**src/rtl/lampFPU_pkg.sv**
```systemverilog
// Shared float constants, sqrt FSM state type and special-operand resolution for the sqrt unit.
package lampFPU_pkg;

  localparam int unsigned LAMP_FLOAT_F_DW   = 7;
  localparam int unsigned LAMP_FLOAT_E_DW   = 8;
  localparam int unsigned LAMP_FLOAT_E_BIAS = 127;
  localparam int unsigned LAMP_FLOAT_EF_DW  = LAMP_FLOAT_E_DW + LAMP_FLOAT_F_DW;

  localparam logic [LAMP_FLOAT_EF_DW-1:0] ZERO_E_F = '0;
  localparam logic [LAMP_FLOAT_EF_DW-1:0] INF_E_F  =
    {{LAMP_FLOAT_E_DW{1'b1}}, {LAMP_FLOAT_F_DW{1'b0}}};
  localparam logic [LAMP_FLOAT_EF_DW-1:0] QNAN_E_F =
    {{LAMP_FLOAT_E_DW{1'b1}}, 1'b1, {(LAMP_FLOAT_F_DW-1){1'b0}}};

  typedef enum logic [1:0] {
    IDLE = 2'd0,
    ITER = 2'd1,
    FIN  = 2'd2
  } sqrt_state_t;

  typedef struct packed {
    logic                        is_special;
    logic                        s;
    logic [LAMP_FLOAT_EF_DW-1:0] e_f;
    logic                        invalid;
  } sqrt_special_t;

  // NaN wins, then signed zero, then any other negative operand, then +Inf.
  function automatic sqrt_special_t FUNC_calcInfNanZeroResSqrt(
    input logic s,
    input logic is_z,
    input logic is_inf,
    input logic is_snan,
    input logic is_qnan
  );
    sqrt_special_t r;
    r            = '0;
    r.is_special = 1'b1;
    if (is_snan || is_qnan) begin
      r.e_f     = QNAN_E_F;
      r.invalid = is_snan;
    end else if (is_z) begin
      r.s   = s;
      r.e_f = ZERO_E_F;
    end else if (s) begin
      r.e_f     = QNAN_E_F;
      r.invalid = 1'b1;
    end else if (is_inf) begin
      r.e_f = INF_E_F;
    end else begin
      r.is_special = 1'b0;
    end
    return r;
  endfunction

endpackage

```
**src/rtl/lampfpu_sqrt_step.sv**
```systemverilog
// One radix-2 restoring square-root iteration: consumes two radicand bits, emits one root bit.
module lampfpu_sqrt_step #(
  parameter int unsigned N = 10
) (
  input  logic [N+1:0] rem_in,
  input  logic [N-1:0] root_in,
  input  logic [1:0]   pair,
  output logic [N+1:0] rem_out,
  output logic [N-1:0] root_out
);

  localparam int unsigned RW = N + 2;

  logic [RW+1:0] shifted;
  logic [RW+1:0] trial;
  logic [RW+1:0] diff;
  logic          take;

  // Trial subtrahend is 4*root+1; accepting it sets the new root bit.
  always_comb begin
    shifted  = {rem_in, pair};
    trial    = (RW+2)'({root_in, 2'b01});
    diff     = shifted - trial;
    take     = (shifted >= trial);
    rem_out  = take ? RW'(diff) : RW'(shifted);
    root_out = N'({root_in, take});
  end

endmodule

```
**src/rtl/lampfpu_sqrt_seq.sv**
```systemverilog
// Sequential bit-per-cycle square root with fixed latency, flush and special-operand handling.
module lampfpu_sqrt_seq
  import lampFPU_pkg::*;
#(
  parameter int unsigned F_DW   = LAMP_FLOAT_F_DW,
  parameter int unsigned E_DW   = LAMP_FLOAT_E_DW,
  parameter int unsigned E_BIAS = LAMP_FLOAT_E_BIAS
) (
  input  logic                       clk,
  input  logic                       rst,
  input  logic                       doSqrt_i,
  input  logic                       flush_i,
  input  logic                       s_i,
  input  logic [F_DW:0]              extF_i,
  input  logic [E_DW:0]              extE_i,
  input  logic [$clog2(F_DW+1)-1:0]  nlz_i,
  input  logic                       isZ_i,
  input  logic                       isInf_i,
  input  logic                       isSNAN_i,
  input  logic                       isQNAN_i,
  output logic                       s_res_o,
  output logic [E_DW-1:0]            e_res_o,
  output logic [F_DW+4:0]            f_res_o,
  output logic                       valid_o,
  output logic                       busy_o,
  output logic                       isToRound_o,
  output logic                       isInvalid_o,
  output logic                       isOverflow_o,
  output logic                       isUnderflow_o
);

  localparam int unsigned N    = F_DW + 3;
  localparam int unsigned RADW = 2 * N;
  localparam int unsigned REMW = N + 2;
  localparam int unsigned CW   = $clog2(N);
  localparam int unsigned UW   = E_DW + 2;

  sqrt_state_t       state_q, state_nxt;
  logic [CW-1:0]     cnt_q, cnt_nxt;
  logic [RADW-1:0]   rad_q, rad_nxt;
  logic [REMW-1:0]   rem_q, rem_nxt;
  logic [N-1:0]      root_q, root_nxt;
  logic [E_DW-1:0]   e_q, e_nxt;
  logic              op_s_q, op_s_nxt;
  logic              is_z_q, is_z_nxt;
  logic              is_inf_q, is_inf_nxt;
  logic              is_snan_q, is_snan_nxt;
  logic              is_qnan_q, is_qnan_nxt;
  logic              s_res_nxt, valid_nxt, busy_nxt, round_nxt, invalid_nxt;
  logic [E_DW-1:0]   e_res_nxt;
  logic [F_DW+4:0]   f_res_nxt;

  logic [F_DW:0]          norm_f;
  logic signed [UW-1:0]   u;
  logic signed [UW-1:0]   u_half;
  logic [E_DW-1:0]        e_acc;
  logic [RADW-1:0]        rad_init;
  logic [REMW-1:0]        step_rem;
  logic [N-1:0]           step_root;
  sqrt_special_t          sp;

  // Operand normalisation: odd exponents fold one factor of two into the radicand.
  always_comb begin
    norm_f   = (F_DW+1)'(extF_i << nlz_i);
    u        = UW'(extE_i) - UW'(nlz_i) - UW'(E_BIAS);
    u_half   = u >>> 1;
    e_acc    = E_DW'(u_half + UW'(E_BIAS));
    rad_init = u[0] ? (RADW'(norm_f) << (F_DW + 5)) : (RADW'(norm_f) << (F_DW + 4));
  end

  lampfpu_sqrt_step #(.N(N)) u_step (
    .rem_in   (rem_q),
    .root_in  (root_q),
    .pair     (rad_q[RADW-1 -: 2]),
    .rem_out  (step_rem),
    .root_out (step_root)
  );

  assign sp = FUNC_calcInfNanZeroResSqrt(op_s_q, is_z_q, is_inf_q, is_snan_q, is_qnan_q);

  assign isOverflow_o  = 1'b0;
  assign isUnderflow_o = 1'b0;

  always_ff @(posedge clk or posedge rst) begin
    if (rst) begin
      state_q     <= IDLE;
      cnt_q       <= '0;
      rad_q       <= '0;
      rem_q       <= '0;
      root_q      <= '0;
      e_q         <= '0;
      op_s_q      <= 1'b0;
      is_z_q      <= 1'b0;
      is_inf_q    <= 1'b0;
      is_snan_q   <= 1'b0;
      is_qnan_q   <= 1'b0;
      s_res_o     <= 1'b0;
      e_res_o     <= '0;
      f_res_o     <= '0;
      valid_o     <= 1'b0;
      busy_o      <= 1'b0;
      isToRound_o <= 1'b0;
      isInvalid_o <= 1'b0;
    end else begin
      state_q     <= state_nxt;
      cnt_q       <= cnt_nxt;
      rad_q       <= rad_nxt;
      rem_q       <= rem_nxt;
      root_q      <= root_nxt;
      e_q         <= e_nxt;
      op_s_q      <= op_s_nxt;
      is_z_q      <= is_z_nxt;
      is_inf_q    <= is_inf_nxt;
      is_snan_q   <= is_snan_nxt;
      is_qnan_q   <= is_qnan_nxt;
      s_res_o     <= s_res_nxt;
      e_res_o     <= e_res_nxt;
      f_res_o     <= f_res_nxt;
      valid_o     <= valid_nxt;
      busy_o      <= busy_nxt;
      isToRound_o <= round_nxt;
      isInvalid_o <= invalid_nxt;
    end
  end

  always_comb begin
    state_nxt   = state_q;
    cnt_nxt     = cnt_q;
    rad_nxt     = rad_q;
    rem_nxt     = rem_q;
    root_nxt    = root_q;
    e_nxt       = e_q;
    op_s_nxt    = op_s_q;
    is_z_nxt    = is_z_q;
    is_inf_nxt  = is_inf_q;
    is_snan_nxt = is_snan_q;
    is_qnan_nxt = is_qnan_q;
    s_res_nxt   = s_res_o;
    e_res_nxt   = e_res_o;
    f_res_nxt   = f_res_o;
    round_nxt   = isToRound_o;
    invalid_nxt = isInvalid_o;
    valid_nxt   = 1'b0;
    busy_nxt    = busy_o;

    case (state_q)
      IDLE: begin
        if (doSqrt_i && !flush_i) begin
          state_nxt   = ITER;
          cnt_nxt     = '0;
          rad_nxt     = rad_init;
          rem_nxt     = '0;
          root_nxt    = '0;
          e_nxt       = e_acc;
          op_s_nxt    = s_i;
          is_z_nxt    = isZ_i;
          is_inf_nxt  = isInf_i;
          is_snan_nxt = isSNAN_i;
          is_qnan_nxt = isQNAN_i;
          busy_nxt    = 1'b1;
        end
      end
      ITER: begin
        if (flush_i) begin
          state_nxt = IDLE;
          busy_nxt  = 1'b0;
        end else begin
          rem_nxt  = step_rem;
          root_nxt = step_root;
          rad_nxt  = rad_q << 2;
          cnt_nxt  = cnt_q + CW'(1);
          if (cnt_q == CW'(N - 1)) begin
            state_nxt = FIN;
          end
        end
      end
      FIN: begin
        state_nxt = IDLE;
        busy_nxt  = 1'b0;
        if (!flush_i) begin
          valid_nxt = 1'b1;
          if (sp.is_special) begin
            s_res_nxt   = sp.s;
            e_res_nxt   = E_DW'(sp.e_f[LAMP_FLOAT_EF_DW-1:LAMP_FLOAT_F_DW]);
            f_res_nxt   = {1'b0, |sp.e_f[LAMP_FLOAT_EF_DW-1:LAMP_FLOAT_F_DW],
                           F_DW'(sp.e_f[LAMP_FLOAT_F_DW-1:0]), 3'b000};
            round_nxt   = 1'b0;
            invalid_nxt = sp.invalid;
          end else begin
            s_res_nxt   = op_s_q;
            e_res_nxt   = e_q;
            f_res_nxt   = {1'b0, root_q, |rem_q};
            round_nxt   = 1'b1;
            invalid_nxt = 1'b0;
          end
        end
      end
      default: begin
        state_nxt = IDLE;
        busy_nxt  = 1'b0;
      end
    endcase
  end

endmodule

```
**config.mk**
```make
export PLATFORM = sky130hd
export DESIGN_NAME = lampfpu_sqrt_seq
export DESIGN_NICKNAME = d
export VERILOG_FILES = /design/src/rtl/lampFPU_pkg.sv /design/src/rtl/lampfpu_sqrt_step.sv /design/src/rtl/lampfpu_sqrt_seq.sv
export SDC_FILE = /design/constraint.sdc
export NUM_CORES = 1
export LEC_CHECK = 0
export CORE_ASPECT_RATIO = 0.75
export CORE_MARGIN = 2
export CORE_UTILIZATION = 56
export DETAILED_ROUTE_END_ITERATION = 6
export PLACE_DENSITY = 0.8
export SYNTH_ARGS = -nofsm -noshare
export SYNTH_HDL_FRONTEND = slang
export SYNTH_SLANG_ARGS = --single-unit
```
**constraint.sdc**
```tcl
create_clock -name clk -period 2.6 [get_ports clk]
set_input_delay 0.26 -clock clk [delete_from_list [all_inputs] [get_ports clk]]
set_output_delay 0.26 -clock clk [all_outputs]
set_load 0.01 [all_outputs]
```
Word-level counts from Yosys, hierarchy flattened. Index checks and enable logic that the tools add are counted.

Bits in registers: 86. Word-level logic and storage cells: 84.

Muxes and demuxes: 39. Shifts and indexed selects: 1. $add $sub $neg: 5. Magnitude comparators: 1. Bitwise logic cells: 1. Equality and inequality tests: 7. Reduce and logical (&&, ||, !) cells: 12.

Operators by type and width (number): 2-to-1 mux 20 bit (3); 2-to-1 mux 15 bit (3); case mux 20 bit (2 select lines) (1); 2-to-1 mux 12 bit (3); case mux 12 bit (2 select lines) (1); 2-to-1 mux 10 bit (2); case mux 10 bit (2 select lines) (1); 2-to-1 mux 16 bit (1); >= comparator 14 x 12 -> 1 bit (1); 2-to-1 mux 1 bit (13); OR reduction 12 bit (1); subtractor 12 bit (1); 2-to-1 mux 11 bit (1); subtractor 9 x 3 -> 9 bit (1); subtractor 9 x 7 -> 9 bit (second input constant) (1); adder 8 bit (second input constant) (1); 2-to-1 mux 2 bit (4); 2-to-1 mux 4 bit (2); 2-to-1 mux 8 bit (1); case mux 4 bit (2 select lines) (1); AND reduction 2 bit (4); OR reduction 8 bit (1); << shifter 8 x 3 -> 8 bit (1); != test 2 bit (second input constant) (3); 14 further kinds (14).

Longest topological paths before layout. Gate-level depths: netlist (run 1).

Depth after elaboration: 6. Gate-level depth with buffers: 12. Depth with buffers taken out: 12.

Cells and area by module. From an unflattened synthesis (run 1), not the netlist that was laid out.

Cells, all modules: 540. Area total of the unflattened synthesis: 4683.2 sq um.

By module, submodules not included: lampfpu_sqrt_seq (seq. area each 1851.8 sq um, cells an instance 421, area each 3888.7 sq um, instances 1); lampfpu_sqrt_step (seq. area each 0.0 sq um, cells an instance 119, area each 794.5 sq um, instances 1).

Worst setup path after synthesis (run 1). OpenSTA, ideal clock, no wires.

Kind: in2reg. Start point: input nlz_i[0]. End point: register e_q[7]. Buffers on the path: 1. Stages: 12. Setup time: 125 ps. Data arrival time: 2590 ps. Data required time: 2475 ps. Slack: -115 ps. Cell sequence: buf_2 inv_1 ha_1 ha_1 inv_1 fa_1 and3b_1 o21a_1 o311ai_1 nor4_1 xnor3_1 mux2_4.

Longest elaborated chain between the ends: 3.

RTL lines: start: declaration (line lampfpu_sqrt_seq.sv:16) `input logic [$clog2(F_DW+1)-1:0] nlz_i,`; subtractor 9 x 3 -> 9 bit (line lampfpu_sqrt_seq.sv:65) `u = UW'(extE_i) - UW'(nlz_i) - UW'(E_BIAS);`; subtractor 9 x 7 -> 9 bit (line lampfpu_sqrt_seq.sv:65); adder 8 bit (line lampfpu_sqrt_seq.sv:67) `e_acc = E_DW'(u_half + UW'(E_BIAS));`; end signal: assignment (line lampfpu_sqrt_seq.sv:110) `e_q <= e_nxt;`; end: declaration (line lampfpu_sqrt_seq.sv:43) `logic [E_DW-1:0] e_q, e_nxt;`.

No other way between the ends. A chain may end at the register's enable or synchronous reset.

Worst setup path in the final report (run 1).
Start point: input nlz_i[1]. End point: register e_q[7].

Same word-level chain as after synthesis.

==> results by group, run 1 <==
Synthesis
  – Syn_area_per_cell: 9.678 um2
  – Share of the synthesized area in the top cell type: 40.20%
  – Mux cell area share after synthesis: 5.568%
  – Number of distinct library cells after synthesis: 72
  – Synth Area in XOR/XNOR: 2.580%
  – Adder-cell share of the synthesized area: 7.496%
  – Synth top area cells: dfrtp_1 (40%), ha_1 (7.1%), nand2_1 (4.3%)
  – Compound-Gate Fraction of Synth Area: 22.43%
  – Asr flop ratio synth: 100.0%
  – Top cell type by total area after synthesis: dfrtp_1
  – Synth Area in Simple Gates: 16.59%
  – Synth warn: 0
  – Sequential-to-total area share from yosys stat: 40.20%
  – FF+latch count, synth: 74
  – EDFF count, synth: 0
  – Mapped Area: 0.004607 mm2
  – Cells after Synth: 476
  – Top_reg_cell synth: dfrtp_1
  – Largest family of logic cells by synthesized area: compound AO/OA/AOI/OAI gates

Floorplan
  – Die area: 0.008976 mm2
  – Initial Utilization: 57.93%
  – Die Height: 82.55 um
  – Site Rows: 28
  – # IOs: 56
  – Std-Cell Core Area: 0.007953 mm2
  – Die width: 108.7 um

STA
  – Final hold violations: 0
  – Clock Skew: 0.01089 ns
  – Fmax: 386.5 MHz
  – Slew @ Worst Pin: 0.7595 ns
  – Slew HR: 49.30%
  – Max Slew Vio Count: 0
  – Min cycle time layout: 2.587 ns
  – Setup-failing EPs final: 0
  – Period utilization: 99.51%
  – Fin Hold WS: 0.3516 ns
  – Final TNS setup: 0 ns
  – Slack of the critical path: 0.01269 ns

Global routing
  – Total grt overflow: 0
  – Vias in the first global route: 3776
  – Antenna violations before repair: 0
  – Pin count of the biggest net entering global routing: 38
  – First-pass GRT wire length: 17.75 mm
  – Overall fraction of global-route tracks in use: 25.52%

Routing
  – DRT Pass-1 Iters: 5
  – WL per Instance: 16.26 um
  – Drt first-iter violations: 237
  – Vias per inst: 5.907
  – Post-route DRC violation count: 0
  – WL final: 11.04 mm
  – Antenna-violating nets left: 0
  – Via count: 4011

Layout
  – Nets: 625
  – Finished Layout Cells: 679
  – Finished Core Util: 73.93%
  – P&R area growth vs syn: 27.62%
  – Cell area after layout: 0.005879 mm2
  – ANT cells: 0
  – Fraction of layout instances using a drive strength above 1: 21.08%

Clocking
  – CTS Root Cell: clkbuf_8
  – CTS tree: yes
  – CTS clk-pin slew, worst paths: 0.09 ns
  – Clock Tree Buf Depth: 2
  – # hold bufs at CTS: 0
  – Clock sink total: 74
  – CTS H-Tree Depth: 3
  – CTS Buf Count: 9
  – Worst-Skew Late Latency: 0.36 ns

Power and ir drop
  – Max VDD drop: 0.4480 mV
  – Total power per unit cell area: 769.3 mW/mm2
  – Total power: 4.523 mW
  – Leak: 2.676 nW

Critical path
  – CP Class: input port to flip-flop
  – Worst EP required: 2.84 ns
  – Startpoint Class: input port
  – Crit Path Max Fanout: 2
  – CP endpoint kind: flip-flop
  – Critical Path AT: 2.83 ns

Placement
  – DP HPWL: 8.143 mm
  – Placed Instance Area: 0.005533 mm2
  – # port buffers: 52
  – Dpl cells: 658
  – RePlAce Congestion: 0.9347
  – Placement Setup Slack: -0.5995 ns

Run status
  – Status: completed

Hold path
  – Worst Hold Class: input port to asynchronous set/reset pin

Flow run
  – MaxCap Viol Count: 0
-- metal layers --
layer / wire length [um] / vias up / GRT usage [%]
li1: - / 1939 / -
met1: 5109 / 1929 / 34.49
met2: 5094 / 129 / 41.38
met3: 728 / 14 / 6.829
met4: 110 / 0 / 6.154
met5: 0 / - / 0
-- state kept, by name, indices dropped and copies added, names as in the netlist, 2 cells and up --
signal and flops:
cnt_q 4, e_q 8, rem_q 12, f_res_o 11, root_q 10, rad_q 9, state_q 2, e_res_o 8
-- repair_timing --
item	CTS	global route
pin swaps	7	5
buffers inserted	2	3
resized for setup	13	19
endpoints found under the setup margin	2	14
-- placed cells by master (no fill, tap or decap), drive strengths merged, types with 5 or more instances in the layout --
cell type / instances
a21oi: 18
a221o: 9
a22o: 11
a32o: 6
buf: 52
clkbuf: 11
clkdlybuf4s50: 46
dfrtp: 74
ha: 26
inv: 33
mux2: 8
mux2i: 5
mux4: 5
nand2: 53
nand2b: 7
nand3: 6
nor2: 40
nor2b: 12
nor3: 8
nor4: 8
o211ai: 17
o21a: 5
o21ai: 24
o22ai: 11
or3: 5
xnor2: 8
-- power breakdown --
group	leakage (nW)	switching, mW	internal (mW)
Combinational	1.60	1.13	0.987
Clock	0.103	0.461	0.479
Sequential	0.976	0.151	1.32
Total	2.68	1.74	2.78
-- final timing paths --
| check | from | end | slack (ns) | cells after the start |
|---|---|---|---|---|
| hold reg to reg | isToRound_o | isToRound_o | 0.49 | 1 |
| hold / removal | rst | f_res_o[7] | 0.35 | 2 |
| setup / recovery | nlz_i[1] | e_q[7] | 0.01 | 13 |
| max in group asynchronous | rst | rad_q[11] | 1.61 | 3 |
| min in group clk | isQNAN_i | is_qnan_q | 0.45 | 3 |
| setup reg to reg | root_q[7] | rem_q[3] | 0.14 | 8 |
-- Yosys cell counts (4+ instances only) --
cell / count
nor3_1: 7
o211ai_1: 9
mux4_2: 5
a32o_1: 6
ha_1: 26
mux2_2: 5
o21a_1: 5
a22o_1: 11
o21ai_1: 6
inv_1: 31
a221o_1: 9
nor4_1: 8
nor2b_1: 12
or3_1: 5
o21ai_0: 18
dfrtp_1: 74
buf_4: 4
clkbuf_1: 15
mux2i_1: 5
o211ai_2: 8
nand2b_1: 7
nand2_1: 53
o22ai_1: 11
a21oi_1: 14
xnor2_1: 8
nand3_1: 5
nor2_1: 40
-- worst max-delay path, stage by stage --
cell,delay [ns]
clkdlybuf4s15_1,0.18
ha_1,0.27
inv_1,0.04
ha_2,0.17
buf_4,0.13
buf_4,0.13
buf_4,0.13
and3_1,0.18
o221ai_1,0.31
a2111oi_2,0.16
nor4_2,0.31
xnor3_1,0.28
mux2_4,0.26
-- cell type report --
cell class                 instances  area [um2]
inverter                          31       116.4
tap                              105       131.4
fill                             535        2073
multi-input combinational        349        2641
clock inverter                     6       72.57
timing repair buffer             104       928.4
clock buffer                      10       137.6
sequential                        74        1852
-- cell families after synthesis --
family / after synthesis
adder cells (fa/ha/maj): 27
AO/OA/AOI/OAI: 133
multiplexers: 18
XOR/XNOR: 12
AND/OR/NAND/NOR: 156
flip-flops: 74
other: 1
buffers and inverters: 55
Note: power is estimated with default switching activity, not from simulation.
==> run 2, diff against run 1 <==
--- a/config.mk
+++ b/config.mk
@@ -10,6 +10,7 @@
 export CORE_UTILIZATION = 56
 export DETAILED_ROUTE_END_ITERATION = 6
 export PLACE_DENSITY = 0.8
+export SKIP_CTS_REPAIR_TIMING = 1
 export SYNTH_ARGS = -nofsm -noshare
 export SYNTH_HDL_FRONTEND = slang
 export SYNTH_SLANG_ARGS = --single-unit
==> run 2 against run 1 <==
Against the previous run:
- design area is 0.72% lower
- register-to-register slack hardly changed
- wire length is 1.4% lower
- flip-flop and latch count stayed put
- combinational power hardly changed
- non-clock buffer count is 5 lower
- hold slack worse by 0.00062 ns
- sequential power hardly changed
- die area stayed put
- largest power group unchanged
==> results by group, run 2 (same netlist as run 1, synthesis figures left out) <==
Run status
  – Status: completed

Global routing
  – First-pass GRT wire length: 17.43 mm (-1.8%)
  – Vias in the first global route: 3748 (-0.74%)
  – Total grt overflow: 0 (unchanged)
  – Pin count of the biggest net entering global routing: 38 (unchanged)
  – Overall fraction of global-route tracks in use: 24.99% (-0.53 points)
  – Antenna violations before repair: 0 (unchanged)

Layout
  – Largest register FFs: 12 (unchanged)
  – ANT cells: 0 (unchanged)
  – Commonest non-fill, non-tap cell in the layout: dfrtp_1
  – Largest registers: rem_q x12, f_res_o x11, root_q x10
  – P&R area growth vs syn: 26.70%
  – Finished Core Util: 73.40% (-0.53 points)
  – Nets: 620 (-0.80%)
  – FILL cells: 557 (+4.1%)
  – Fraction of layout instances using a drive strength above 1: 19.68% (-1.4 points)
  – Commonest non-fill, non-tap cells in the layout: dfrtp_1 (74), nand2_1 (53), clkdlybuf4s50_1 (47)
  – Reg with most FFs: rem_q
  – Cell area after layout: 0.005837 mm2 (-0.72%)

Placement
  – DP HPWL: 8.143 mm (unchanged)
  – # port buffers: 52 (unchanged)
  – RePlAce Congestion: 0.9347 (unchanged)
  – Placed Instance Area: 0.005533 mm2 (unchanged)

Clocking
  – CTS clk-pin slew, worst paths: 0.09 ns (about the same)
  – Clock Tree Buf Depth: 2 (unchanged)
  – CTS H-Tree Depth: 3 (unchanged)
  – CTS Buf Count: 9 (unchanged)
  – CTS tree: yes
  – Worst-Skew Late Latency: 0.36 ns (about the same)
  – CTS Root Cell: clkbuf_8
  – Clock sink total: 74 (unchanged)

Critical path
  – Reg2Reg Setup Slack: 0.14 ns (about the same)
  – Crit Path Max Fanout: 2 (unchanged)
  – Startpoint Class: input port
  – CP endpoint kind: flip-flop
  – Critical Path AT: 2.81 ns (-0.02 ns)
  – Worst EP required: 2.84 ns (about the same)
  – Worst r2r src: root_q[7]
  – Setup crit start: extE_i[2]
  – Worst r2r dst: rem_q[3]
  – CP Class: input port to flip-flop
  – Reg2Reg Depth: 8 (unchanged)

Routing
  – Post-route DRC violation count: 0 (unchanged)
  – Drt first-iter violations: 252 (+6.3%)
  – WL per Instance: 16.16 um (-0.64%)
  – Vias per inst: 5.864 (-0.74%)
  – DRT Pass-1 Iters: 5 (unchanged)
  – Antenna-violating nets left: 0 (unchanged)
  – Via count: 3952 (-1.5%)
  – WL final: 10.89 mm (-1.4%)

STA
  – Period utilization: 98.68% (-0.83 points)
  – Min cycle time layout: 2.566 ns (-0.02159 ns)
  – Clock Skew: 0.01079 ns (-0.00009730 ns)
  – Final hold violations: 0 (unchanged)
  – Max Slew Vio Count: 0 (unchanged)
  – Fmax: 389.8 MHz (+0.84%)
  – Setup-failing EPs final: 0 (unchanged)
  – Slew HR: 49.29% (about the same)
  – Fin Hold WS: 0.3510 ns (-0.0006180 ns)
  – Slew @ Worst Pin: 0.7596 ns (+0.0001397 ns)

Floorplan
  – Die width: 108.7 um (unchanged)
  – Std-Cell Core Area: 0.007953 mm2 (unchanged)
  – # IOs: 56 (unchanged)
  – Site Rows: 28 (unchanged)
  – Die area: 0.008976 mm2 (unchanged)
  – Initial Utilization: 57.93% (unchanged)
  – Die Height: 82.55 um (unchanged)

Power and ir drop
  – Total power per unit cell area: 771.7 mW/mm2 (+0.32%)
  – Max VDD drop: 0.4496 mV (+0.37%)
  – Leak: 2.666 nW (-0.37%)

Flow run
  – MaxCap Viol Count: 0 (unchanged)

Hold path
  – Worst Hold Class: input port to asynchronous set/reset pin
-- run 2: cell types whose count changed in the layout (fill, tap and decap cells not counted), sizes merged --
cell / change
clkdlybuf4s15: -1
dlymetal6s2s: +2
dlygate4sd2: -1
clkdlybuf4s50: +1
buf: -5
clkbuf: -1
-- run 2: worst max-delay path by stage --
stage,slack (ns),cells after the start,to
after detailed placement,-0.60,13,e_q[7]
after global routing,-0.03,11,e_q[7]
after floorplan,0.008,12,e_q[7]
after global placement,-0.50,13,e_q[7]
after CTS,-0.23,13,e_q[7]
final,0.03,11,e_q[7]
-- run 2: layout make-up --
cell class	count	area (um2)	share of cell area, %
multi-input cells	349	2629	45.04
well taps	105	131.4	2.251
flip-flops and latches	74	1852	31.73
repair buffers	99	898.4	15.39
clock buffers	10	137.6	2.358
clock inverters	6	72.57	1.243
inverters	31	116.4	1.994
-- run 2: worst max-delay path, stage by stage --
cell	delay [ns]
clkdlybuf4s50_1	0.51
ha_4	0.22
inv_2	0.05
fa_2	0.21
and3b_2	0.23
buf_4	0.15
o2111ai_4	0.20
o311ai_4	0.14
nor4_2	0.29
xnor3_1	0.28
mux2_4	0.26
-- run 2: report_power, final --
group	switching [mW]	internal, mW	leakage, nW	total, mW
Sequential	0.152	1.32	0.976	1.47
Combinational	1.12	0.973	1.59	2.10
Clock	0.460	0.479	0.103	0.939
-- run 2: layer usage --
layer / vias up / part of all wire [%] / track usage [%] / wire (um)
li1: 1931 / - / - / -
met5: - / 0 / 0 / 0
met2: 120 / 46 / 40.25 / 5049
met1: 1887 / 47 / 33.89 / 5120
met3: 14 / 5.6 / 6.829 / 611
met4: 0 / 1.0 / 6.026 / 110
-- run 2: through the flow --
step	cells	power (mW)	setup TNS, ns	setup slack, ns
finish	674	4.504	0	0.03428
global route	674	4.809	-0.02701	-0.02701
CTS	674	4.428	-0.2302	-0.2271
detailed placement	658	3.486	-1.320	-0.5995
global placement	658	3.425	-1.060	-0.5002
floorplan	478	2.924	0	0.008358
